==> src/rtl/ref_bram_pkg.sv <==
// Shared definitions for the reference BRAM loader.
//   state_e : loader FSM encoding (StIdle, StLoad, StDrain, StDone)
//   REAL_LSB / IMAG_LSB / FIELD_W : slice positions of the complex word {imag, real}
//   sat_neg : saturating two's-complement negate of one Q1.31 field
package ref_bram_pkg;

  typedef enum logic [1:0] {
    StIdle,
    StLoad,
    StDrain,
    StDone
  } state_e;

  localparam int unsigned REAL_LSB = 0;
  localparam int unsigned IMAG_LSB = 32;
  localparam int unsigned FIELD_W  = 32;

  // -(-1.0) is not representable in Q1.31; clip it to the largest positive value.
  function automatic logic [FIELD_W-1:0] sat_neg(input logic [FIELD_W-1:0] x);
    logic [FIELD_W-1:0] min_val;
    min_val = {1'b1, {(FIELD_W-1){1'b0}}};
    if (x == min_val) begin
      sat_neg = ~min_val;
    end else begin
      sat_neg = {FIELD_W{1'b0}} - x;
    end
  endfunction

endpackage

==> src/rtl/ref_bram_loader_if.sv <==
// AXI4-Stream bundle carrying the reference sequence into the loader.
//   TDATA  : {imag[63:32], real[31:0]} reference word
//   TSTRB  : byte qualifier (carried, not used by the loader)
//   TLAST  : last word of the sequence
//   TVALID : source has a word
//   TREADY : sink accepts the word
// Modports: master (stream source), slave (loader side).
interface ref_bram_loader_if #(
  parameter int unsigned DATA_W = 64
);

  logic [DATA_W-1:0]   TDATA;
  logic [DATA_W/8-1:0] TSTRB;
  logic                TLAST;
  logic                TVALID;
  logic                TREADY;

  modport master (
    output TDATA,
    output TSTRB,
    output TLAST,
    output TVALID,
    input  TREADY
  );

  modport slave (
    input  TDATA,
    input  TSTRB,
    input  TLAST,
    input  TVALID,
    output TREADY
  );

endinterface

==> src/rtl/ref_bram_wr_stage.sv <==
// One-cycle registered BRAM write stage of the reference loader.
// Optional build macro: REF_CONJ_ON_LOAD_EN stores the complex conjugate {sat(-imag), real}
// instead of the raw stream word.
// Ports:
//   clk, rst          : clock, asynchronous active-high reset
//   wr_en             : accepted beat that must be written this cycle
//   wr_addr, wr_data  : address and raw stream word of that beat
//   BRAM_ADDR/DIN/EN/WE : registered BRAM write port, valid the cycle after the beat
module ref_bram_wr_stage
  import ref_bram_pkg::*;
#(
  parameter int unsigned ADDR_W = 10,
  parameter int unsigned DATA_W = 64
) (
  input  logic              clk,
  input  logic              rst,
  input  logic              wr_en,
  input  logic [ADDR_W-1:0] wr_addr,
  input  logic [DATA_W-1:0] wr_data,
  output logic [ADDR_W-1:0] BRAM_ADDR,
  output logic [DATA_W-1:0] BRAM_DIN,
  output logic              BRAM_EN,
  output logic              BRAM_WE
);

  logic [DATA_W-1:0] din_proc;
  logic [ADDR_W-1:0] addr_q;
  logic [DATA_W-1:0] din_q;
  logic              we_q;

  always_comb begin
`ifdef REF_CONJ_ON_LOAD_EN
    din_proc = {sat_neg(wr_data[IMAG_LSB +: FIELD_W]), wr_data[REAL_LSB +: FIELD_W]};
`else
    din_proc = wr_data;
`endif
  end

  always_ff @(posedge clk or posedge rst) begin
    if (rst) begin
      addr_q <= '0;
      din_q  <= '0;
      we_q   <= 1'b0;
    end else begin
      we_q <= wr_en;
      if (wr_en) begin
        addr_q <= wr_addr;
        din_q  <= din_proc;
      end
    end
  end

  assign BRAM_ADDR = addr_q;
  assign BRAM_DIN  = din_q;
  assign BRAM_EN   = we_q;
  assign BRAM_WE   = we_q;

endmodule

==> src/rtl/ref_bram_loader.sv <==
// AXI4-Stream sink that loads the matched-filter reference sequence into the reference BRAM.
// Software pulses ARM with LOAD_LEN; words land at addresses 0..LOAD_LEN-1, then LOAD_DONE is
// raised with ERR_SHORT / ERR_LONG reporting a TLAST position mismatch.
// Optional build macro: REF_CONJ_ON_LOAD_EN (store conjugated words, see ref_bram_wr_stage).
// Ports:
//   S_AXIS_ACLK, S_AXIS_ARESET : clock, asynchronous active-high reset
//   ARM, LOAD_LEN              : load start pulse and word count (clamped to BRAM depth)
//   s_axis                     : stream input (slave modport)
//   BRAM_ADDR/DIN/EN/WE        : BRAM write port
//   LOAD_BUSY, LOAD_DONE       : status
//   ERR_SHORT, ERR_LONG        : TLAST early / missing on the final word
module ref_bram_loader
  import ref_bram_pkg::*;
#(
  parameter int unsigned BRAM_DEPTH_BITS      = 10,
  parameter int unsigned C_S_AXIS_TDATA_WIDTH = 64
) (
  input  logic                            S_AXIS_ACLK,
  input  logic                            S_AXIS_ARESET,
  input  logic                            ARM,
  input  logic [BRAM_DEPTH_BITS:0]        LOAD_LEN,
  ref_bram_loader_if.slave                s_axis,
  output logic [BRAM_DEPTH_BITS-1:0]      BRAM_ADDR,
  output logic [C_S_AXIS_TDATA_WIDTH-1:0] BRAM_DIN,
  output logic                            BRAM_EN,
  output logic                            BRAM_WE,
  output logic                            LOAD_BUSY,
  output logic                            LOAD_DONE,
  output logic                            ERR_SHORT,
  output logic                            ERR_LONG
);

  localparam int unsigned LenW = BRAM_DEPTH_BITS + 1;
  localparam logic [LenW-1:0] FullLen = {1'b1, {BRAM_DEPTH_BITS{1'b0}}};
  localparam logic [LenW-1:0] LenOne  = {{BRAM_DEPTH_BITS{1'b0}}, 1'b1};
  localparam logic [BRAM_DEPTH_BITS-1:0] CntOne = {{(BRAM_DEPTH_BITS-1){1'b0}}, 1'b1};

  state_e                     state_q, state_d;
  logic [BRAM_DEPTH_BITS-1:0] cnt_q, cnt_d;
  logic [LenW-1:0]            len_q, len_d;
  logic                       err_short_q, err_short_d;
  logic                       err_long_q, err_long_d;
  logic                       tready_q, tready_d;

  logic            beat;
  logic            arm_ok;
  logic            at_last;
  logic            wr_en;
  logic [LenW-1:0] len_clamped;
  logic            unused_tstrb;

  assign unused_tstrb = ^s_axis.TSTRB;

  assign beat        = s_axis.TVALID & tready_q;
  assign arm_ok      = ARM & (LOAD_LEN != '0);
  assign len_clamped = (LOAD_LEN > FullLen) ? FullLen : LOAD_LEN;
  // len_q >= 1 whenever this is consulted, so len_q - 1 never underflows.
  assign at_last     = ({1'b0, cnt_q} == (len_q - LenOne));

  // State register.
  always_ff @(posedge S_AXIS_ACLK or posedge S_AXIS_ARESET) begin
    if (S_AXIS_ARESET) begin
      state_q     <= StIdle;
      cnt_q       <= '0;
      len_q       <= '0;
      err_short_q <= 1'b0;
      err_long_q  <= 1'b0;
      tready_q    <= 1'b0;
    end else begin
      state_q     <= state_d;
      cnt_q       <= cnt_d;
      len_q       <= len_d;
      err_short_q <= err_short_d;
      err_long_q  <= err_long_d;
      tready_q    <= tready_d;
    end
  end

  // Next-state logic.
  always_comb begin
    state_d     = state_q;
    cnt_d       = cnt_q;
    len_d       = len_q;
    err_short_d = err_short_q;
    err_long_d  = err_long_q;
    unique case (state_q)
      StIdle, StDone: begin
        if (arm_ok) begin
          state_d     = StLoad;
          cnt_d       = '0;
          len_d       = len_clamped;
          err_short_d = 1'b0;
          err_long_d  = 1'b0;
        end
      end
      StLoad: begin
        if (beat) begin
          if (at_last) begin
            // Counter holds at len-1 so the address never wraps.
            if (s_axis.TLAST) begin
              state_d = StDone;
            end else begin
              err_long_d = 1'b1;
              state_d    = StDrain;
            end
          end else begin
            cnt_d = cnt_q + CntOne;
            if (s_axis.TLAST) begin
              err_short_d = 1'b1;
              state_d     = StDone;
            end
          end
        end
      end
      StDrain: begin
        if (beat && s_axis.TLAST) begin
          state_d = StDone;
        end
      end
      default: state_d = StIdle;
    endcase
  end

  // Outputs. TREADY is registered from the next state so it tracks the state register exactly.
  always_comb begin
    tready_d  = (state_d == StLoad) || (state_d == StDrain);
    wr_en     = beat && (state_q == StLoad);
    LOAD_BUSY = (state_q == StLoad) || (state_q == StDrain);
    LOAD_DONE = (state_q == StDone);
  end

  assign s_axis.TREADY = tready_q;
  assign ERR_SHORT     = err_short_q;
  assign ERR_LONG      = err_long_q;

  ref_bram_wr_stage #(
    .ADDR_W (BRAM_DEPTH_BITS),
    .DATA_W (C_S_AXIS_TDATA_WIDTH)
  ) u_wr_stage (
    .clk       (S_AXIS_ACLK),
    .rst       (S_AXIS_ARESET),
    .wr_en     (wr_en),
    .wr_addr   (cnt_q),
    .wr_data   (s_axis.TDATA),
    .BRAM_ADDR (BRAM_ADDR),
    .BRAM_DIN  (BRAM_DIN),
    .BRAM_EN   (BRAM_EN),
    .BRAM_WE   (BRAM_WE)
  );

endmodule

==> src/flat_wrapper.sv <==
// flat-port wrapper written by rule: the top's interface ports become plain ports
module ref_bram_loader_flat import ref_bram_pkg::*;
#(
  parameter int unsigned BRAM_DEPTH_BITS      = 10,
  parameter int unsigned C_S_AXIS_TDATA_WIDTH = 64
)
  (S_AXIS_ACLK, S_AXIS_ARESET, ARM, LOAD_LEN, BRAM_ADDR, BRAM_DIN, BRAM_EN, BRAM_WE, LOAD_BUSY, LOAD_DONE, ERR_SHORT, ERR_LONG, s_axis_TDATA, s_axis_TSTRB, s_axis_TLAST, s_axis_TVALID, s_axis_TREADY);
  ref_bram_loader_if #(.DATA_W(64)) s_axis_i ();
  input  logic S_AXIS_ACLK;
  input  logic S_AXIS_ARESET;
  input  logic ARM;
  input  logic [BRAM_DEPTH_BITS:0] LOAD_LEN;
  output logic [BRAM_DEPTH_BITS-1:0] BRAM_ADDR;
  output logic [C_S_AXIS_TDATA_WIDTH-1:0] BRAM_DIN;
  output logic BRAM_EN;
  output logic BRAM_WE;
  output logic LOAD_BUSY;
  output logic LOAD_DONE;
  output logic ERR_SHORT;
  output logic ERR_LONG;
  input wire logic [$bits(s_axis_i.TDATA)-1:0] s_axis_TDATA;
  input wire logic [$bits(s_axis_i.TSTRB)-1:0] s_axis_TSTRB;
  input wire logic [$bits(s_axis_i.TLAST)-1:0] s_axis_TLAST;
  input wire logic [$bits(s_axis_i.TVALID)-1:0] s_axis_TVALID;
  output wire logic [$bits(s_axis_i.TREADY)-1:0] s_axis_TREADY;
  assign s_axis_i.TDATA = s_axis_TDATA;
  assign s_axis_i.TSTRB = s_axis_TSTRB;
  assign s_axis_i.TLAST = s_axis_TLAST;
  assign s_axis_i.TVALID = s_axis_TVALID;
  assign s_axis_TREADY = s_axis_i.TREADY;
  ref_bram_loader #(.BRAM_DEPTH_BITS(BRAM_DEPTH_BITS), .C_S_AXIS_TDATA_WIDTH(C_S_AXIS_TDATA_WIDTH)) u_core (.S_AXIS_ACLK(S_AXIS_ACLK), .S_AXIS_ARESET(S_AXIS_ARESET), .ARM(ARM), .LOAD_LEN(LOAD_LEN), .s_axis(s_axis_i), .BRAM_ADDR(BRAM_ADDR), .BRAM_DIN(BRAM_DIN), .BRAM_EN(BRAM_EN), .BRAM_WE(BRAM_WE), .LOAD_BUSY(LOAD_BUSY), .LOAD_DONE(LOAD_DONE), .ERR_SHORT(ERR_SHORT), .ERR_LONG(ERR_LONG));
endmodule
==> config.mk <==
export PLATFORM = sky130hd
export DESIGN_NAME = ref_bram_loader_flat
export DESIGN_NICKNAME = d
export VERILOG_FILES = /design/src/rtl/ref_bram_pkg.sv /design/src/rtl/ref_bram_loader_if.sv /design/src/rtl/ref_bram_wr_stage.sv /design/src/rtl/ref_bram_loader.sv /design/src/flat_wrapper.sv
export SDC_FILE = /design/constraint.sdc
export NUM_CORES = 1
export LEC_CHECK = 0
export BUFFER_PORTS_ARGS = -buffer_cell sky130_fd_sc_hd__buf_2
export CAP_MARGIN = 40
export CORE_MARGIN = 5
export CORE_UTILIZATION = 44
export CTS_CLUSTER_SIZE = 16
export DETAILED_ROUTE_END_ITERATION = 6
export PLACE_DENSITY_LB_ADDON = 0.3
export SLEW_MARGIN = 25
export SYNTH_ARGS = -nofsm -noshare
export SYNTH_HDL_FRONTEND = slang
export SYNTH_SLANG_ARGS = --single-unit
==> constraint.sdc <==
create_clock -name S_AXIS_ACLK -period 3.35 [get_ports S_AXIS_ACLK]
set_input_delay 0 -clock S_AXIS_ACLK [delete_from_list [all_inputs] [get_ports S_AXIS_ACLK]]
set_output_delay 0 -clock S_AXIS_ACLK [all_outputs]
set_load 0.01 [all_outputs]
# Word-level counts from Yosys, hierarchy flattened
# Cells that the tools add are included.
totals:
  reg_bits: 101
  inputBits: 88
  output_inout_bits: 81
  word_cells: 59
classes:
  n_addsub: 2
  order_cmp: 1
  eq_ne: 12
  mux: 21
  n_bitwise: 2
  reduce_logical: 12
ops:
  columns: ["operator", "n"]
  rows:
  - ["10-bit two-way mux", 3]
  - ["10-bit one-hot mux with 2 select lines", 1]
  - ["10-bit by 11-bit equality test with 1-bit output", 1]
  - ["11-bit greater-than comparator, second input constant", 1]
  - ["11-bit two-way mux", 1]
  - ["11-bit nonzero test", 1]
  - ["11-bit by 1-bit subtractor with 11-bit output, second input constant", 1]
  - ["10-bit by 1-bit adder with 10-bit output, second input constant", 1]
  - ["2-bit two-way mux", 5]
  - ["5-bit AND reduction", 2]
  - ["1-bit two-way mux", 8]
  - ["2-bit equality test, second input constant", 3]
  - ["2-bit by 1-bit inequality test with 1-bit output, second input constant", 3]
  - ["2-bit inequality test, second input constant", 3]
  - ["2-bit one-hot mux with 3 select lines", 1]
  - ["2-bit by 1-bit equality test with 1-bit output, second input constant", 2]
  - ["1-bit one-hot mux with 2 select lines", 2]
  - ["4-bit AND reduction", 1]
  - ["1-bit bitwise AND", 2]
  - ["1-bit logical AND", 2]
  - ["2-bit logical NOT", 1]
  - ["1-bit logical OR", 2]
  - ["2-bit AND reduction", 1]
  - ["2-bit nonzero test", 1]
  - ["2-bit OR reduction", 1]

# Logic depth before layout (Yosys ltp)
logic_depth:
  word_depth: 7
  ltp_mapped: 10
  depth_no_buf: 9

# By module
# From an unflattened synthesis, not the netlist that was laid out.
hier_totals:
  cells_unflattened: 383
  hier_area_um2: 4998.5
modules_own_cells:
  columns: ["module", "n_inst", "cells_per_inst", "area_per_inst_um2", "seq_area_each_um2"]
  rows:
  - ["ref_bram_wr_stage", 1, 159, 3030.4, 1876.8]
  - ["ref_bram_loader", 1, 224, 1968.1, 650.6]

# Least setup slack after synthesis
# Ideal clock, no wire load.
synth_path:
  kind: "register to register"
  startpoint: "register u_core.len_q[0]"
  endpoint: "register u_core.cnt_q[6]"
  setup_time_ns: 0.070
  t_arrival_ns: 2.521
  slack_ns: 0.760
  stages_incl_launch_ff: 10
  synth_period_minus_slack_ns: 2.590
  cell_sequence: "dfrtp_1 -> inv_1 -> ha_1 -> nor3b_2 -> a21oi_1 -> a221o_1 -> o22ai_2 -> o41ai_4 -> or4b_2 -> nand3_1"
synth_between:
  elab_chain_cells: 4
synth_rtl:
  columns: ["element", "line_no", "text"]
  rows:
  - ["start: declaration", "ref_bram_loader.sv:40", "logic [LenW-1:0] len_q, len_d;"]
  - ["start signal: assignment", "ref_bram_loader.sv:72", "len_q <= len_d;"]
  - ["11-bit by 1-bit subtractor with 11-bit output", "ref_bram_loader.sv:58", "assign at_last = ({1'b0, cnt_q} == (len_q - LenOne));"]
  - ["10-bit by 11-bit equality test with 1-bit output", "ref_bram_loader.sv:58", null]
  - ["2-bit inequality test (no source line)", null, null]
  - ["4-bit AND reduction (no source line)", null, null]
  - ["end signal: assignment", "ref_bram_loader.sv:71", "cnt_q <= cnt_d;"]
  - ["end: declaration", "ref_bram_loader.sv:39", "logic [BRAM_DEPTH_BITS-1:0] cnt_q, cnt_d;"]
# No other way between the ends.
# A chain may end at the register's enable or synchronous reset.

# Final worst setup path
layout_path:
  startpoint: "register u_core.len_q[0]"
  endpoint: "register u_core.cnt_q[3]"
# Same word-level chain as after synthesis.

==> results_dict.tcl <==
set metrics [dict create \
    worst_slack_ns 0.252 \
    synth_edf_count 0 \
    die_area_um2 12800 \
    io_buffers 160 \
    fillers 777 \
    busiest_layer "met2" \
    cpMostUsedCell "inv_1" \
    layout-drive-gt1-share 0.446 \
    grt_setup_unrepaired "no" \
    fin_hold_ws_ns 0.150 \
    synth_flop_cell "dfrtp_1" \
    maxCapViolCount 0 \
    drtPass1Iterations 4 \
    via_per_inst 5.03 \
    required_ns 3.60 \
    clock_sinks 101 \
    die_h_um 113 \
    insertion_delay_ns 0.36 \
    cts_buffers 9 \
    place_inst 654 \
    leakage_uw 0.00313 \
    final_cells 748 \
    seq_area_frac_synth 0.542 \
    grt_pass1_vias 4002 \
    antenna_cells 0 \
    gp_congestion 0.838 \
    crit_path_start "u_core.len_q[0]" \
    period_share 0.925 \
    clock.fmax_mhz 323 \
    dr_total_vias 3765 \
    crit_chain "inv_1, ha_1, nor3b_2, inv_1, o41ai_1, nand3_1, o41ai_4, nor2_2, a221o_1" \
    finalSetupViolCount 0 \
    antenna_left 0 \
    grtUsageMet2 0.317 \
    syn_nets 469 \
    end_kind "flop" \
    ys_ff_latch 101 \
    min_period_ns 3.10 \
    dpl_cell_area_um2 5600 \
    power_density_nw_per_um2 837 \
    hpwl_um 8100 \
    start_kind "flop" \
    ir_worst_vdd_uv 456 \
    cp_max_fo 14 \
    post_cts_resized 0 \
    cts_tree "built" \
    r2r_start "u_core.len_q[0]" \
    final_hold_viol_count 0 \
    synth_area_leader_cell "dfrtp_1" \
    fin_area_um2 6570 \
    die_width_um 113 \
    core_area_um2 10300 \
    syn_area_um2 4670 \
    status "finished, final reports clean" \
    clk_pin_slew_ns 0.10 \
    path_class "flop to flop" \
    yosysMostFrequentCell "dfrtp_1" \
    min_from "ARM" \
    syn_to_final_growth_pct 40.9 \
    finClkSkew_ns 0.0121 \
    postSynthCellCount 376 \
    syn_area_per_cell_um2 12.4 \
    met3_usage 0.0412 \
    hold_path.class "input port to flop" \
    slew_violations 0 \
    relSlewSlack 0.528 \
    overflow 0 \
    fin_tns_setup_ns 0 \
    cp_slowest_stage_delay_ns 0.75 \
    ioPinCount 169 \
    critPathSlowestCell "o41ai_4" \
    htree_levels 3 \
    wl_um 11800 \
    initial_utilization 0.452 \
    synth_top_area_frac 0.542 \
    yosys.cell_types.count 54 \
    async_flop_share 1.00 \
    grt_max_degree 44 \
    worst_pin_slew_ns 0.705 \
    initialDrtViolationCount 152 \
    worstPathArrival_ns 3.34 \
    num-nets-final 700 \
    post_drt_wl_per_cell_um 15.8 \
    grt_pass1_wl_um 19400 \
    ctsRootBufferMaster "clkbuf_8" \
    drc 0 \
    synth_warnings 0 \
    cts_buffer_depth 2 \
    antenna_found_initial 0 \
    hold_buffers 78 \
    post-cts-setup-buffer-count 0 \
    grtUsageTotal 0.187 \
    synth_area_leaders "dfrtp_1, mux2_2, o21ai_0" \
    pre_cts_ws_ns 0.308 \
    num_rows 37 \
    synth.top_cells.by_count "dfrtp_1, mux2_2, nand2_1" \
    grt_util_met1 0.227 \
]
==> final cells by class <==
cell class / instances / area [um2] / share of cell area
clock buffers: 10 / 138 / 0.0209
clock inverters: 6 / 53.8 / 0.00818
inverters: 11 / 43.8 / 0.00666
multi-input cells: 241 / 2000 / 0.304
flip-flops and latches: 101 / 2530 / 0.384
well taps: 136 / 170 / 0.0259
repair buffers: 243 / 1640 / 0.250
==> stage by stage <==
step | utilization | power [uW]
2_1_floorplan | - | 3880
3_3_place_gp | 0.541 | 4610
3_5_place_dp | 0.543 | 4710
4_1_cts | 0.637 | 5540
5_1_grt | 0.637 | 5910
6_report | 0.637 | 5500
==> flip-flops by register name, indices dropped and copies added (netlist names) <==
register,count
u_core.ERR_SHORT,1
u_core.u_wr_stage.BRAM_ADDR,10
u_core.len_q,11
u_core.s_axis.TREADY,1
u_core.cnt_q,10
u_core.u_wr_stage.BRAM_EN,1
u_core.ERR_LONG,1
u_core.state_q,2
u_core.u_wr_stage.BRAM_DIN,64
==> critical path, delay by kind of cell, from the launching register on <==
family / cells / cell delay, ns
buf+inv: 2 / 0.17
compound gates: 3 / 1.43
simple gates: 3 / 0.77
fa+ha+maj: 1 / 0.17
flops: 1 / 0.45
==> cells by family (layout without fill, tap and decap cells) <==
logic type | Yosys count | after routing | synth area share
fa+ha+maj | 5 | 5 | 0.0134
compound gates | 55 | 55 | 0.0893
flops | 101 | 101 | 0.542
xor+xnor | 14 | 14 | 0.0263
mux | 77 | 77 | 0.186
simple gates | 90 | 90 | 0.110
buf+inv | 34 | 270 | 0.0330
==> layout by cell type, fill, tap and decap left out, types with 2 or more instances in the layout <==
master	Yosys	final
nor4_1	5	5
ha_1	5	5
nor2_1	7	7
clkinv_4	0	3
buf_2	3	160
and3_1	3	3
dlygate4sd3_1	0	78
clkbuf_8	0	10
xor2_1	6	6
o31ai_1	4	4
dfrtp_1	101	101
or4_4	2	2
or3_1	4	4
or4_1	6	6
a21oi_1	10	10
xnor2_1	8	8
a31oi_1	2	2
nand2b_1	11	11
or2_2	2	2
nand3_1	10	9
o21ai_0	17	17
nand2_1	22	22
mux2_2	75	75
buf_12	0	2
nor3b_1	4	4
a221o_1	3	3
buf_4	2	3
o41ai_1	4	4
inv_1	11	10
nor3_1	6	6
==> final timing paths <==
path | to | slack (ns) | cells past startpoint
min reg2reg | u_core.ERR_LONG | 0.51 | 1
min | u_core.state_q[1] | 0.15 | 5
max | u_core.cnt_q[3] | 0.25 | 9
max reg2reg | u_core.cnt_q[3] | 0.25 | 9
min in group asynchronous | u_core.u_wr_stage.BRAM_DIN[17] | 0.21 | 3
max in group asynchronous | u_core.u_wr_stage.BRAM_DIN[1] | 2.31 | 5
==> power by group <==
part           internal [uW]  switching, uW  leakage (uW)
clock                    303            441     0.0000950
sequential              1740            379       0.00125
combinational           1290           1350       0.00179
total                   3330           2170       0.00313
==> per-layer routing <==
layer / routed length, um / vias up
li1: - / 1818
met2: 5810 / 141
met4: 497 / 0
met5: 0 / -
met3: 764 / 34
met1: 4740 / 1772
Note: power is estimated with default switching activity, not from simulation.
